===== config.mk =====
export PLATFORM = sky130hd
export DESIGN_NAME = clkdiv_cfg_ctrl
export DESIGN_NICKNAME = d
export VERILOG_FILES = /design/src/rtl/clkdiv_cfg_ctrl.sv
export SDC_FILE = /design/constraint.sdc
export NUM_CORES = 1
export LEC_CHECK = 0
export CORE_MARGIN = 2
export CORE_UTILIZATION = 48
export DETAILED_ROUTE_END_ITERATION = 8
export PLACE_DENSITY = 0.81
export RECOVER_POWER = 25
export SYNTH_ARGS = -nofsm -noshare
export SYNTH_HDL_FRONTEND = slang
export SYNTH_SLANG_ARGS = --single-unit

===== constraint.sdc =====
create_clock -name I_ref_clk -period 2 [get_ports I_ref_clk]
set_clock_uncertainty 0.1 [all_clocks]
set_input_delay 0.2 -clock I_ref_clk [delete_from_list [all_inputs] [get_ports I_ref_clk]]
set_output_delay 0.2 -clock I_ref_clk [all_outputs]
set_load 0.02 [all_outputs]

===== src/rtl/clkdiv_cfg_ctrl.sv =====
// ---------------------------------------------------------------------------------------------
// clkdiv_cfg_ctrl
//
// Sequences divide-ratio changes for a clock divider that shares I_ref_clk. A new ratio is
// never applied while the divider runs: the divider enable is dropped for DRAIN_CYC cycles,
// the ratio is loaded in a single cycle, and the enable stays low for SETTLE_CYC more cycles
// before it again follows I_enable.
//
// Optional feature:
//   CLKDIV_RATIO_CHECK_EN  when defined, ratios 0 and 1 are rejected. The handshake still
//                          completes, nothing else changes, and o_cfg_err pulses for one cycle.
//                          When undefined, every ratio is sequenced and o_cfg_err is tied to 0.
//
// Parameters:
//   DRAIN_CYC    cycles the divider is held disabled before the ratio changes (1..255)
//   SETTLE_CYC   cycles the divider is held disabled after the ratio changes (1..255)
//   RESET_RATIO  divide ratio driven out of reset
//
// Ports:
//   I_ref_clk    reference clock, shared with the divider
//   I_rst_n      asynchronous active-low reset
//   I_enable     system request for the divided clock to run (only sampled in IDLE)
//   I_req_vld    new-ratio request valid; must be held until o_req_rdy=1
//   I_req_ratio  requested divide ratio, captured on the accepting edge
//   o_req_rdy    controller can accept a request (IDLE only)
//   o_div_ratio  ratio driven to the divider
//   o_clk_en     enable driven to the divider
//   o_busy       ratio-change sequence in progress
//   o_cfg_err    one-cycle pulse when an illegal ratio is rejected
// ---------------------------------------------------------------------------------------------

module clkdiv_cfg_ctrl #(
    parameter int unsigned DRAIN_CYC   = 4,
    parameter int unsigned SETTLE_CYC  = 2,
    parameter logic [7:0]  RESET_RATIO = 8'd2
) (
    input  logic       I_ref_clk,
    input  logic       I_rst_n,
    input  logic       I_enable,
    input  logic       I_req_vld,
    input  logic [7:0] I_req_ratio,
    output logic       o_req_rdy,
    output logic [7:0] o_div_ratio,
    output logic       o_clk_en,
    output logic       o_busy,
    output logic       o_cfg_err
);

    typedef enum logic [1:0] {
        StIdle,
        StDrain,
        StLoad,
        StSettle
    } state_e;

    // The counter is loaded with (length - 1) on state entry and the state is left when it
    // reads zero, so a state lasts exactly its configured number of cycles.
    localparam logic [7:0] DrainLoad  = 8'(DRAIN_CYC - 1);
    localparam logic [7:0] SettleLoad = 8'(SETTLE_CYC - 1);

    state_e     state_q, state_d;
    logic [7:0] cnt_q, cnt_d;
    logic [7:0] ratio_q, ratio_d;          // ratio captured on acceptance, applied in LOAD
    logic [7:0] div_ratio_q, div_ratio_d;
    logic       clk_en_q, clk_en_d;
    logic       busy_q, busy_d;
    logic       ratio_ok;                  // request ratio may be sequenced

`ifdef CLKDIV_RATIO_CHECK_EN
    logic       cfg_err_q, cfg_err_d;

    assign ratio_ok = (I_req_ratio > 8'd1);

    // Rejected requests still complete the handshake because o_req_rdy is high in IDLE.
    always_comb begin
        cfg_err_d = 1'b0;
        if ((state_q == StIdle) && I_req_vld && !ratio_ok) begin
            cfg_err_d = 1'b1;
        end
    end

    always_ff @(posedge I_ref_clk or negedge I_rst_n) begin
        if (!I_rst_n) begin
            cfg_err_q <= 1'b0;
        end else begin
            cfg_err_q <= cfg_err_d;
        end
    end

    assign o_cfg_err = cfg_err_q;
`else
    assign ratio_ok  = 1'b1;
    assign o_cfg_err = 1'b0;
`endif

    // Next-state and registered-output logic.
    always_comb begin
        state_d     = state_q;
        cnt_d       = cnt_q;
        ratio_d     = ratio_q;
        div_ratio_d = div_ratio_q;
        clk_en_d    = clk_en_q;
        busy_d      = busy_q;

        unique case (state_q)
            StIdle: begin
                clk_en_d = I_enable;
                busy_d   = 1'b0;
                // A request equal to the current ratio is accepted and dropped.
                if (I_req_vld && ratio_ok && (I_req_ratio != div_ratio_q)) begin
                    state_d  = StDrain;
                    cnt_d    = DrainLoad;
                    ratio_d  = I_req_ratio;
                    clk_en_d = 1'b0;
                    busy_d   = 1'b1;
                end
            end

            StDrain: begin
                if (cnt_q == 8'd0) begin
                    state_d     = StLoad;
                    cnt_d       = 8'd0;
                    div_ratio_d = ratio_q;
                end else begin
                    cnt_d = cnt_q - 8'd1;
                end
            end

            StLoad: begin
                state_d = StSettle;
                cnt_d   = SettleLoad;
            end

            StSettle: begin
                if (cnt_q == 8'd0) begin
                    state_d  = StIdle;
                    cnt_d    = 8'd0;
                    busy_d   = 1'b0;
                    clk_en_d = I_enable;
                end else begin
                    cnt_d = cnt_q - 8'd1;
                end
            end

            default: begin
                state_d = StIdle;
            end
        endcase
    end

    always_ff @(posedge I_ref_clk or negedge I_rst_n) begin
        if (!I_rst_n) begin
            state_q     <= StIdle;
            cnt_q       <= 8'd0;
            ratio_q     <= RESET_RATIO;
            div_ratio_q <= RESET_RATIO;
            clk_en_q    <= 1'b0;
            busy_q      <= 1'b0;
        end else begin
            state_q     <= state_d;
            cnt_q       <= cnt_d;
            ratio_q     <= ratio_d;
            div_ratio_q <= div_ratio_d;
            clk_en_q    <= clk_en_d;
            busy_q      <= busy_d;
        end
    end

    assign o_req_rdy   = (state_q == StIdle);
    assign o_div_ratio = div_ratio_q;
    assign o_clk_en    = clk_en_q;
    assign o_busy      = busy_q;

endmodule

# Word level (Yosys, flattened, before mapping)
# Cells that the tools add are included.
# totals
reg_bits	28
latch_bits	0
mem_bits_rw	0
rom_bits	0
in_bits	12
output_inout_bits	12
wordCells	36
memories	0
# classes
addsub	1
multipliers	0
n_div	0
n_lt_le_gt_ge	0
n_eq_ne	7
shift	0
mux	13
n_bitwise	0
reduce_logical	9
# op_table
cell	count
$pmux 8 s3	1
$mux 8	2
$logic_not 8->1	1
$ne 8x8->1	1
$pmux 2 s4	1
$sub 8x1->8 const B	1
$mux 2	3
$reduce_and 2->1	3
$eq 2x2->1 const B	2
$mux 1	4
$ne 2x2->1 const B	2
$pmux 1 s2	2
$reduce_and 3->1	1
$eq 2x1->1 const B	1
$logic_not 2->1	1
$ne 2x1->1 const B	1
$reduce_bool 2->1	1
$reduce_or 2->1	1
$logic_and 1x1->1	1

# Depth between registers and ports, before layout
# Gate-level depths: netlist of the first run.
# depth
depth_word	4
mapped_depth	7
ltp_nobuf	7

# Worst setup path after synthesis of the first run
# No wires, ideal clock.
# synth_timing
path_type	register to register
from	register div_ratio_q[0] (netlist: o_div_ratio[0])
to	register ratio_q[0]
setup_time_ps	125
t_arrival_ps	1716
path_slack_ps	59
stages_incl_launch_ff	6
n_path_buf	0
period_less_slack_ps	1941
path_cell_list	dfrtp_1 -> xnor2_1 -> nand2_1 -> o41ai_4 -> nor2_4 -> mux2_2
# synth_between
elab_chain_len	3
# synth_rtl
item	line	text
from (decl)	64	logic [7:0] div_ratio_q, div_ratio_d;
from (signal assigned)	163	div_ratio_q <= div_ratio_d;
$ne 8x8->1	110	if (I_req_vld && ratio_ok && (I_req_ratio != div_ratio_q)) begin
$logic_and 1x1->1	110	
$reduce_and 2->1 (no line)	-	
to (signal assigned)	162	ratio_q <= ratio_d;
to (decl)	63	logic [7:0] ratio_q, ratio_d;
# No other way between the ends.
# A chain may end at the register's enable or synchronous reset.

# Final worst setup path of the first run
# layout_timing
from	register state_q[1]
to	register cnt_q[2]
# layout_between
elab_chain_len	3
# layout_rtl
item	line	text
from (decl)	61	state_e state_q, state_d;
from (signal assigned)	153	state_q <= StIdle;
from (signal assigned)	160	state_q <= state_d;
$eq 2x2->1 or $eq 2x1->1 (tied branches)	105	unique case (state_q)
$reduce_or 2->1 (no line)	-	
$pmux 8 s3	105	
to (signal assigned)	161	cnt_q <= cnt_d;
to (decl)	62	logic [7:0] cnt_q, cnt_d;
# Several ways; a longest one is shown, not always the timed one.

==> impl_metrics.tcl, run 1 <==
set metrics [dict create \
    status "finished with violations" \
    failed_checks "negative setup slack" \
    start_kind "flip-flop" \
    layout.nets 199 \
    area_delta_synth_final_pct 33.4 \
    ys.flop_type "dfrtp_1" \
    grt_antenna_before_repair 0 \
    vias_per_cell 5.45 \
    io_pins 24 \
    grt_pass1_vias 1176 \
    reg2reg_setup_slack_ps -10 \
    maxCapViolCount 0 \
    diodes 0 \
    finalHoldViolCount 0 \
    drc 0 \
    crit_path_top_delay_cell "or4b_1" \
    io_buffers 22 \
    core-area_um2 3050 \
    cellLeakagePower_uw 0.000904 \
    path_cells "inv_2, ha_4, nor2_2, a311o_2, or4b_1, o311a_1, nand2_1" \
    finalSetupViolations 1 \
    reg2reg_from "state_q[1]" \
    wl_met3_um 85 \
    dr.pass1.iters 4 \
    finalCritPeriodShare_pct 101 \
    drt-initial-drc-count 41 \
    path_class "reg -> reg" \
    cts_buffers 3 \
    worst_pin_slew_ps 1460 \
    wl_met2_mm 1.65 \
    syn_area_per_cell_um2 11.3 \
    post-dp-hpwl_mm 2.37 \
    cts_tree "done" \
    drtAntennaViolNets 0 \
    max_stage_delay_ps 480 \
    power_density_nw_per_um2 1720 \
    hold_slack_ps 359 \
    die_y_um 60.5 \
    min-delay-start "I_enable" \
    synthArstFlopShare_pct 100 \
    routedWlPerCell_um 14.3 \
    synth-edff-count 0 \
    r2r_cells 7 \
    rows 20 \
    clkSinkCount 28 \
    critPathCaptureType "flip-flop" \
    m1WireLength_mm 1.41 \
    gp_congestion 0.900 \
    r2r-end "cnt_q[2]" \
    setup_ws_ps -14.5 \
    die_area_um2 3660 \
    grt_pass1_wl_mm 5.08 \
    clock_latency_ps 330 \
    initial_core_util_pct 50.2 \
    topRoutingLayerUsed "met4" \
    clk_pin_slew_ps 150 \
    peakVddDrop_v 0.000888 \
    grt_overflow 0 \
    hold_path_class "in -> reg" \
    synth_cells 136 \
    hold_end "o_clk_en" \
    drive_gt1_share_pct 33.5 \
    hold_depth 3 \
    synth_cell_type_count 42 \
    cts-root-buf "clkbuf_4" \
    holdBufCountCts 0 \
    cp.required_ps 2180 \
    grt_setup_unrepaired "true" \
    layout_min_cycle_time_ps 2010 \
    ys_warn_count 0 \
    ys_seq_elements 28 \
    timing.final.max_slew_violations 0 \
    arrival_ps 2190 \
    die_w_um 60.5 \
    routed_wl_mm 3.19 \
    grt_start_max_net_pins 29 \
    synth.cell_area_um2 1530 \
    total_power_uw 3520 \
    max_freq_mhz 496 \
    seq_area_frac_synth_pct 45.8 \
    worstPathMaxFanout 8 \
    cts.htree.levels 1 \
    max-clock-path-buffers 2 \
    grtUsageTotal_pct 18.4 \
    synth_nets 155 \
    vias 1215 \
    max-slew-margin-rel_pct 2.77 \
]
## worst max-delay path, delay by kind of cell, from the launching register on
| family | cells | cell delay (ps) |
|---|---|---|
| simple gates | 3 | 580 |
| buf+inv | 1 | 120 |
| flops | 1 | 430 |
| fa+ha+maj | 1 | 160 |
| compound gates | 2 | 560 |
## registers in the layout, indices dropped and copies added, names as in the netlist
| register | cells |
|---|---|
| cnt_q | 8 |
| o_div_ratio | 8 |
| ratio_q | 8 |
| state_q | 2 |
| o_busy | 1 |
| o_clk_en | 1 |
## metrics by stage
stage | cells | util, % | worst slack, ps | TNS, ps | area [um2]
after CTS | 221 | 64.9 | 9.17 | 0 | 1980
after floorplan | 136 | - | 59.0 | 0 | 1530
after detailed placement | 217 | 63.1 | -145 | -1730 | 1930
final | 223 | 67.0 | -14.5 | -14.5 | 2050
after global routing | 223 | 67.0 | -78.8 | -128 | 2050
after global placement | 217 | 63.1 | -111 | -1160 | 1930
## logic make-up after synthesis
kind of cell	synth area share, %
AND/OR/NAND/NOR	12.2
flip-flops	45.8
AO/OA/AOI/OAI	14.4
multiplexers	13.8
buffers and inverters	3.18
XOR/XNOR	4.57
adder cells (fa/ha/maj)	5.71
other	0.244
## worst max path at each step
stage              startpoint          to  cells after the start
3_3_place_gp   I_req_ratio[6]  ratio_q[3]                      6
3_5_place_dp   I_req_ratio[6]  ratio_q[5]                      6
4_1_cts            state_q[1]    cnt_q[2]                      7
5_1_grt            state_q[1]    cnt_q[2]                      7
2_1_floorplan  o_div_ratio[0]  ratio_q[0]                      5
6_report           state_q[1]    cnt_q[2]                      7
## repair_timing
action / 4_1_cts / 5_1_grt
setup endpoints to repair: 12 / 7
resized for setup: 4 / 11
gates cloned: 0 / 1
buffers inserted: 0 / 1
pin swaps: 1 / 2
## metal layers
metal  up-vias  GRT usage, %
li1        580             -
met1       609          21.7
met2        22          34.6
met3         4          1.92
met4         0          6.52
met5         -             0
## power by group
group / leakage (uW) / internal (uW) / switching [uW] / total [uW]
clock: 0.0000279 / 203 / 165 / 368
combinational: 0.000535 / 1060 / 1010 / 2070
sequential: 0.000341 / 858 / 223 / 1080
## layout by cell type (no fill, tap or decap), drive strengths merged, types with 2 or more instances in the layout
master and instances:
clkdlybuf4s50 21, mux2 17, o32ai 4, xnor2 6, buf 17, a21oi 6
and2 2, xor2 2, mux2i 2, dfrtp 26, nand2 10, o41ai 2
o21ai 2, clkbuf 4, or2 3, dfstp 2, nor4 2, a2bb2oi 2
ha 7, nor2 10, a31oi 2, inv 10, nand3b 2
## layout make-up
cell class	instances	area, um2
multi-input combinational	97	847
sequential	28	704
clock inverter	1	30.0
clock buffer	3	22.5
tap	44	55.1
inverter	10	37.5
timing repair buffer	40	350
fill	258	1010
## synth_stat cells (all sizes together), types with 3 or more instances
cell type,number,area [um2]
a21oi,6,33.8
dfrtp,26,651
ha,7,87.6
inv,10,37.5
mux2,17,191
nand2,10,37.5
nor2,9,41.3
o32ai,4,35.0
or2,3,18.8
xnor2,6,52.6
Note: power is estimated with default switching activity, not from simulation.
==> run 2: changes to the inputs <==
--- a/config.mk
+++ b/config.mk
@@ -6,9 +6,9 @@
 export NUM_CORES = 1
 export LEC_CHECK = 0
 export CORE_MARGIN = 2
-export CORE_UTILIZATION = 48
+export CORE_UTILIZATION = 57
 export DETAILED_ROUTE_END_ITERATION = 8
-export PLACE_DENSITY = 0.81
+export PLACE_DENSITY = 0.9
 export RECOVER_POWER = 25
 export SYNTH_ARGS = -nofsm -noshare
 export SYNTH_HDL_FRONTEND = slang
==> constraint.sdc (replaced) <==
create_clock -name I_ref_clk -period 2.4 [get_ports I_ref_clk]
set_clock_uncertainty 0.1 [all_clocks]
set_input_delay 0.48 -clock I_ref_clk [delete_from_list [all_inputs] [get_ports I_ref_clk]]
set_output_delay 0.48 -clock I_ref_clk [all_outputs]
set_load 0.02 [all_outputs]
==> impl_metrics.tcl, run 2 (same netlist as run 1, synthesis figures left out) <==
set metrics [dict create \
    cts_buffers 3 \
    grt_setup_unrepaired "false" \
    grt_overflow 0 \
    die_area_um2 3120 \
    dp.cells 190 \
    routed_wl_mm 2.92 \
    timing.final.max_slew_violations 0 \
    cp.required_ps 2520 \
    hold_depth 1 \
    grt_start_max_net_pins 29 \
    finalHoldViolCount 0 \
    max_freq_mhz 470 \
    clk_pin_slew_ps 150 \
    holdBufCountCts 0 \
    io_buffers 22 \
    worstPathMaxFanout 9 \
    drtAntennaViolNets 0 \
    cts_tree "done" \
    layout_min_cycle_time_ps 2130 \
    cts-root-buf "clkbuf_4" \
    core-area_um2 2520 \
    routedWlPerCell_um 15.1 \
    vias_per_cell 6.04 \
    nFillCells 176 \
    vias 1171 \
    grt_pass1_vias 1194 \
    worst_pin_slew_ps 1440 \
    dr.pass1.iters 4 \
    arrival_ps 2250 \
    finalSetupViolations 0 \
    reg2reg_setup_slack_ps 270 \
    post-dp-hpwl_mm 2.23 \
    power_density_nw_per_um2 1420 \
    final_common_cell "dfrtp_1" \
    diodes 0 \
    max-clock-path-buffers 2 \
    cellLeakagePower_uw 0.000832 \
    layout_common_cells "dfrtp_1 (26), clkdlybuf4s50_1 (20), mux2_2 (17)" \
    r2r_cells 5 \
    clock_latency_ps 320 \
    min-delay-start "ratio_q[0]" \
    drt-initial-drc-count 30 \
    max-slew-margin-rel_pct 3.89 \
    grtUsageTotal_pct 19.5 \
    maxCapViolCount 0 \
    clkSinkCount 28 \
    die_w_um 55.9 \
    critPathCaptureType "flip-flop" \
    path_class "reg -> reg" \
    drive_gt1_share_pct 20.7 \
    io_pins 24 \
    peakVddDrop_v 0.00101 \
    finalCritPeriodShare_pct 88.6 \
    r2r-end "cnt_q[7]" \
    grt_antenna_before_repair 0 \
    reg2reg_from "state_q[0]" \
    hold_path_class "reg -> reg" \
    final_cells 194 \
    area_delta_synth_final_pct 21.4 \
    die_y_um 55.9 \
    max_stage_delay_ps 490 \
    initial_core_util_pct 60.8 \
    gp_congestion 0.895 \
    grt_pass1_wl_mm 4.94 \
    rows 18 \
    path_cells "ha_1, nor2_1, a311o_1, or2_2, o41ai_1" \
    start_kind "flip-flop" \
    cts.htree.levels 1 \
    hold_end "o_div_ratio[0]" \
    layout.nets 184 \
    drc 0 \
    hold_slack_ps 419 \
    crit_path_top_delay_cell "dfrtp_1" \
    status "finished, final reports clean" \
]
[run 2: cell count changes in the layout (fill, tap and decap cells not counted), sizes merged]
cell	previous run	this run
nor2	10	9
dlygate4sd2	1	0
dlygate4sd3	0	1
buf	17	3
clkdlybuf4s50	21	20
dlymetal6s2s	0	1
[run 2: per-layer routing]
metal | part of all wire [%] | up-vias | global-route usage (%) | wire length [um]
met5 | 0 | - | 0 | 0
met3 | 4.9 | 8 | 3.49 | 142
li1 | - | 554 | - | -
met4 | 1.9 | 0 | 8.50 | 55
met1 | 44 | 573 | 25.2 | 1300
met2 | 49 | 36 | 32.1 | 1430
[run 2: worst max-delay path by stage]
stage	slack [ps]	from	endpoint	cells after the start
2_1_floorplan	460	o_div_ratio[0]	ratio_q[0]	5
3_3_place_gp	40	I_req_ratio[6]	ratio_q[2]	6
3_5_place_dp	-10	I_req_ratio[6]	ratio_q[7]	6
4_1_cts	70	state_q[0]	o_req_rdy	3
5_1_grt	110	I_rst_n	state_q[0]	2
6_report	270	state_q[0]	cnt_q[7]	5
[run 2: power by group]
group	switching (uW)	leakage (uW)	total [uW]	internal [uW]
sequential	179	0.000342	893	714
clock	136	0.0000279	305	169
combinational	746	0.000462	1440	695
total	1060	0.000832	2640	1580
[run 2: cell type report]
class	instances	area [um2]	share of cell area, %
inverter	10	37.5	2.02
multi-input combinational	96	782	42.0
clock buffer	3	22.5	1.21
timing repair buffer	26	249	13.4
clock inverter	1	30.0	1.61
sequential	28	703	37.8
tap	30	37.5	2.02
[run 2: through the flow]
stage | TNS (ps) | power, uW | setup WS [ps] | cell area (um2) | util [%]
5_1_grt | 0 | 2830 | 107 | 1860 | 73.8
6_report | 0 | 2640 | 274 | 1860 | 73.8
3_3_place_gp | 0 | 2270 | 35.3 | 1810 | 71.8
2_1_floorplan | 0 | 1900 | 459 | 1530 | -
4_1_cts | 0 | 2650 | 70.9 | 1860 | 73.9
3_5_place_dp | -37.3 | 2340 | -11.3 | 1810 | 71.8
[run 2: worst max-delay path: cells and delay by family (launching register included)]
family	cells	cell delay [ps]
flip-flops	1	490
adder cells (fa/ha/maj)	1	280
AND/OR/NAND/NOR	2	440
AO/OA/AOI/OAI	2	710
[run 2: timing repair]
action	in CTS	in global routing
resized for setup	0	1
setup buffers	0	0
endpoints found under the setup margin	0	1
==> edit 1, RTL diff (settings of run 1) <==
The option `CLKDIV_RATIO_CHECK_EN` is turned on by a define.
--- a/src/rtl/clkdiv_cfg_ctrl.sv
+++ b/src/rtl/clkdiv_cfg_ctrl.sv
@@ -30,2 +30,4 @@
 // ---------------------------------------------------------------------------------------------
+
+`define CLKDIV_RATIO_CHECK_EN
 
Function: changed (a bounded check fails within 4 cycles, from zero or initial values and one cycle with I_rst_n low).
==> edit 1 against run 1 <==
- total power about the same
- sequential cell count increased by 1
- sequential share of layout area increased by 0.40 points
- synthesized area increased by 1.9%
- cell area increased by 2.2%
- routed wire length increased by 8.8%
- synthesized cell count increased by 0.74%
- global-route usage increased by 2.6 points
- setup slack improved by 0.11 ns
- largest cell class unchanged
==> edit 1: results (changes against run 1) <==
stage	metric	value	unit	change
synthesis	syn_avg_cell_area	11.41	um^2	+1.1%
detailed_routing	drt_iter0_markers	64		+56%
setup_path	r2r_slack	0.1	ns	+0.11 ns
setup_path	critPathArrivalTime	2.03	ns	-0.16 ns
power_and_ir_drop	power_leakage	1.004	nW	+11%
power_and_ir_drop	vdd_drop_max	0.0009046	V	+1.9%
place	place_ws	-0.3784	ns	-0.2330 ns
synthesis	synth_xor_area_share	4.484	%	-0.084 points
synthesis	synthTopCellsByCount	dfrtp_1 (27), mux2_2 (17), inv_1 (10), nand2_1 (10), xor2_1 (8)		
place	gp_congestion	0.8150		-9.4%
synthesis	seq_area_frac_synth	46.60	%	+0.76 points
place	dpl_cell_area	0.001959	mm^2	+1.8%
layout	fillers	225		-13%
layout	nNetsFinal	202		+1.5%
place	placedCellCount	218		+0.46%
sta	worst_hold_slack	0.1092	ns	-0.2502 ns
layout	fin_cells	228		+2.2%
synthesis	synth_area_leaders	dfrtp_1 (43%), mux2_2 (12%), ha_1 (5.6%)		
global_routing	grt_pass1_vias	1214		+3.2%
synthesis	syn-cell-area	0.001563	mm^2	+1.9%
detailed_routing	wl_per_cell	15.23	um	+6.4%
synthesis	synth_compound_area_share	13.45	%	-0.99 points
sta	worstMarginPinSlew	0.7133	ns	-0.7452 ns
layout	drive_gt1_share	32.61	%	-0.91 points
outcome	outcome	complete, no violations		
clock_network	numCtsBuffers	5		+2
synthesis	synth_cell_type_count	38		-9.5%
global_routing	grt_first_pass_wirelength	5.554	mm	+9.4%
sta	period_minus_slack	1.904	ns	-0.1104 ns
edit 1: cell count changes after synthesis, sizes merged, moves of 3 or more:
cell	before	now
xor2	2	8
o32ai	4	1
nor2	9	6
a41o	0	3
xnor2	6	0
edit 1: cell families (layout without fill, tap and decap cells):
family                   count (synthesis)  in the layout
XOR/XNOR                                 8              8
multiplexers                            19             19
AND/OR/NAND/NOR                         34             35
flip-flops                              29             29
buffers and inverters                   13             59
adder cells (fa/ha/maj)                  7              7
AO/OA/AOI/OAI                           27             27
edit 1: worst paths after layout:
path	cells past startpoint	endpoint	from
max	6	cnt_q[1]	o_div_ratio[1]
min reg2reg	1	o_div_ratio[2]	ratio_q[2]
max reg2reg	6	cnt_q[1]	o_div_ratio[1]
max in group asynchronous	2	o_div_ratio[6]	I_rst_n
min in group asynchronous	2	cnt_q[3]	I_rst_n
min	2	ratio_q[2]	I_req_ratio[2]
edit 1: final cells by class:
cell class | instances | area share [%]
Clock buffer | 6 | 2.452
Clock inverter | 2 | 1.794
Inverter | 10 | 1.794
Multi-Input combinational cell | 96 | 38.76
Sequential cell | 29 | 34.81
Tap cell | 44 | 2.632
Timing Repair Buffer | 41 | 17.76
edit 1: per-layer routing:
metal,wire length (um),track usage [%],up-vias
met2,1782,35.56,32
met5,0,0,-
li1,-,-,585
met4,73,9.006,0
met1,1504,26.52,604
met3,112,3.782,7
edit 1: critical path, cell delays in order, from the launching register on:
cell	delay (ns)
dfstp_2	0.56
xor2_1	0.15
nor4_1	0.07
buf_4	0.15
a21oi_4	0.24
nand2b_4	0.23
mux2_4	0.30
edit 1: where the power goes:
part / total, mW / switching [mW] / internal, mW
combinational: 1.90 / 0.944 / 0.957
sequential: 1.10 / 0.227 / 0.876
clock: 0.512 / 0.215 / 0.297
==> edit 2, RTL diff (settings of run 1) <==
Without the edit above. Encoding of `state_e`: now one-hot (4 bits for 4 states).
--- a/src/rtl/clkdiv_cfg_ctrl.sv
+++ b/src/rtl/clkdiv_cfg_ctrl.sv
@@ -48,7 +48,7 @@
 
-    typedef enum logic [1:0] {
-        StIdle,
-        StDrain,
-        StLoad,
-        StSettle
+    typedef enum logic [3:0] {
+        StIdle   = 4'b0001,
+        StDrain  = 4'b0010,
+        StLoad   = 4'b0100,
+        StSettle = 4'b1000
     } state_e;
Check against the original RTL: no difference found for any inputs over 10 cycles, from zero or initial values and one cycle with I_rst_n low; not proved beyond that.
==> edit 2 against run 1 <==
- setup slack improved by 0.092 ns
- first-iteration DRC count decreased by 54%
- non-clock buffer count decreased by 9
- cell area decreased by 3.6%
- sequential share of layout area increased by 3.9 points
- register-to-register slack improved by 0.16 ns
- total power decreased by 17%
- sequential cell count increased by 2
- routed wire length increased by 4.3%
- clock power increased by 3%
- synthesized area increased by 6.3%
- final cell count unchanged
==> edit 2: results (changes against run 1) <==
stage	metric	value	unit	change
layout	nNetsFinal	190		-4.5%
power_and_ir_drop	power.internal	1.759	mW	-17%
sta	worst_hold_slack	0.3419	ns	-0.01760 ns
synthesis	synth_compound_area_share	12.66	%	-1.8 points
global_routing	track_usage	18.65	%	+0.22 points
clock_network	h-tree-depth	2		+1
synthesis	synth_fa_ha_area_share	1.535	%	-4.2 points
global_routing	grt_use_met1	21.58	%	-0.16 points
global_routing	grt_max_degree	31		+6.9%
synthesis	synth_nets	160		+3.2%
global_routing	grt_pass1_vias	1270		+8.0%
synthesis	synthMuxAreaShare	12.66	%	-1.1 points
place	place_ws	-0.07365	ns	+0.07173 ns
sta	worstMarginPinSlew	0.7361	ns	-0.7224 ns
power_and_ir_drop	power_leakage	0.8878	nW	-1.8%
detailed_routing	drt_iter0_markers	19		-54%
place	dp.final_hpwl	2.322	mm	-2.2%
detailed_routing	wl_per_cell	14.93	um	+4.3%
hold_path	holdCritPathClass	input port to async pin		
place	gp_congestion	0.7334		-18%
global_routing	grtUsageMet3	4.529	%	+2.6 points
detailed_routing	num_vias	1232		+1.4%
clock_network	numCtsBuffers	5		+2
place	dpl_cell_area	0.001903	mm^2	-1.2%
power_and_ir_drop	clk-power	0.379	mW	+3%
layout	drive_gt1_share	26.55	%	-7.0 points
power_and_ir_drop	power_density	1473	mW/mm^2	-14%
setup_path	r2r_slack	0.15	ns	+0.16 ns
clock_network	path_clk_slew	0.10	ns	-0.05 ns
outcome	outcome	complete, no violations		
[edit 2: timing repair]
| item | CTS | global route |
|---|---|---|
| gates resized for setup | 2 | 4 |
| endpoints found under the setup margin | 1 | 10 |
| hold endpoints to repair | 0 | 0 |
[edit 2: kinds of logic (layout without fill, tap and decap cells)]
family | after synthesis | after routing
flip-flops | 30 | 30
AO/OA/AOI/OAI | 31 | 31
AND/OR/NAND/NOR | 40 | 40
buffers and inverters | 15 | 46
multiplexers | 16 | 16
XOR/XNOR | 11 | 11
adder cells (fa/ha/maj) | 2 | 2
other | 1 | 1
[edit 2: critical path, stage by stage, from the launching register on]
cell	delay, ns
dfrtp_2	0.48
nor2_2	0.20
and3_2	0.26
dlygate4sd2_1	0.34
[edit 2: area by class of cell]
cell class	count	area, um^2
inverters	7	26.28
fillers	280	1338
flip-flops and latches	30	755.7
repair buffers	31	284.0
multi-input cells	101	790.8
clock buffers	8	58.81
well taps	46	57.56
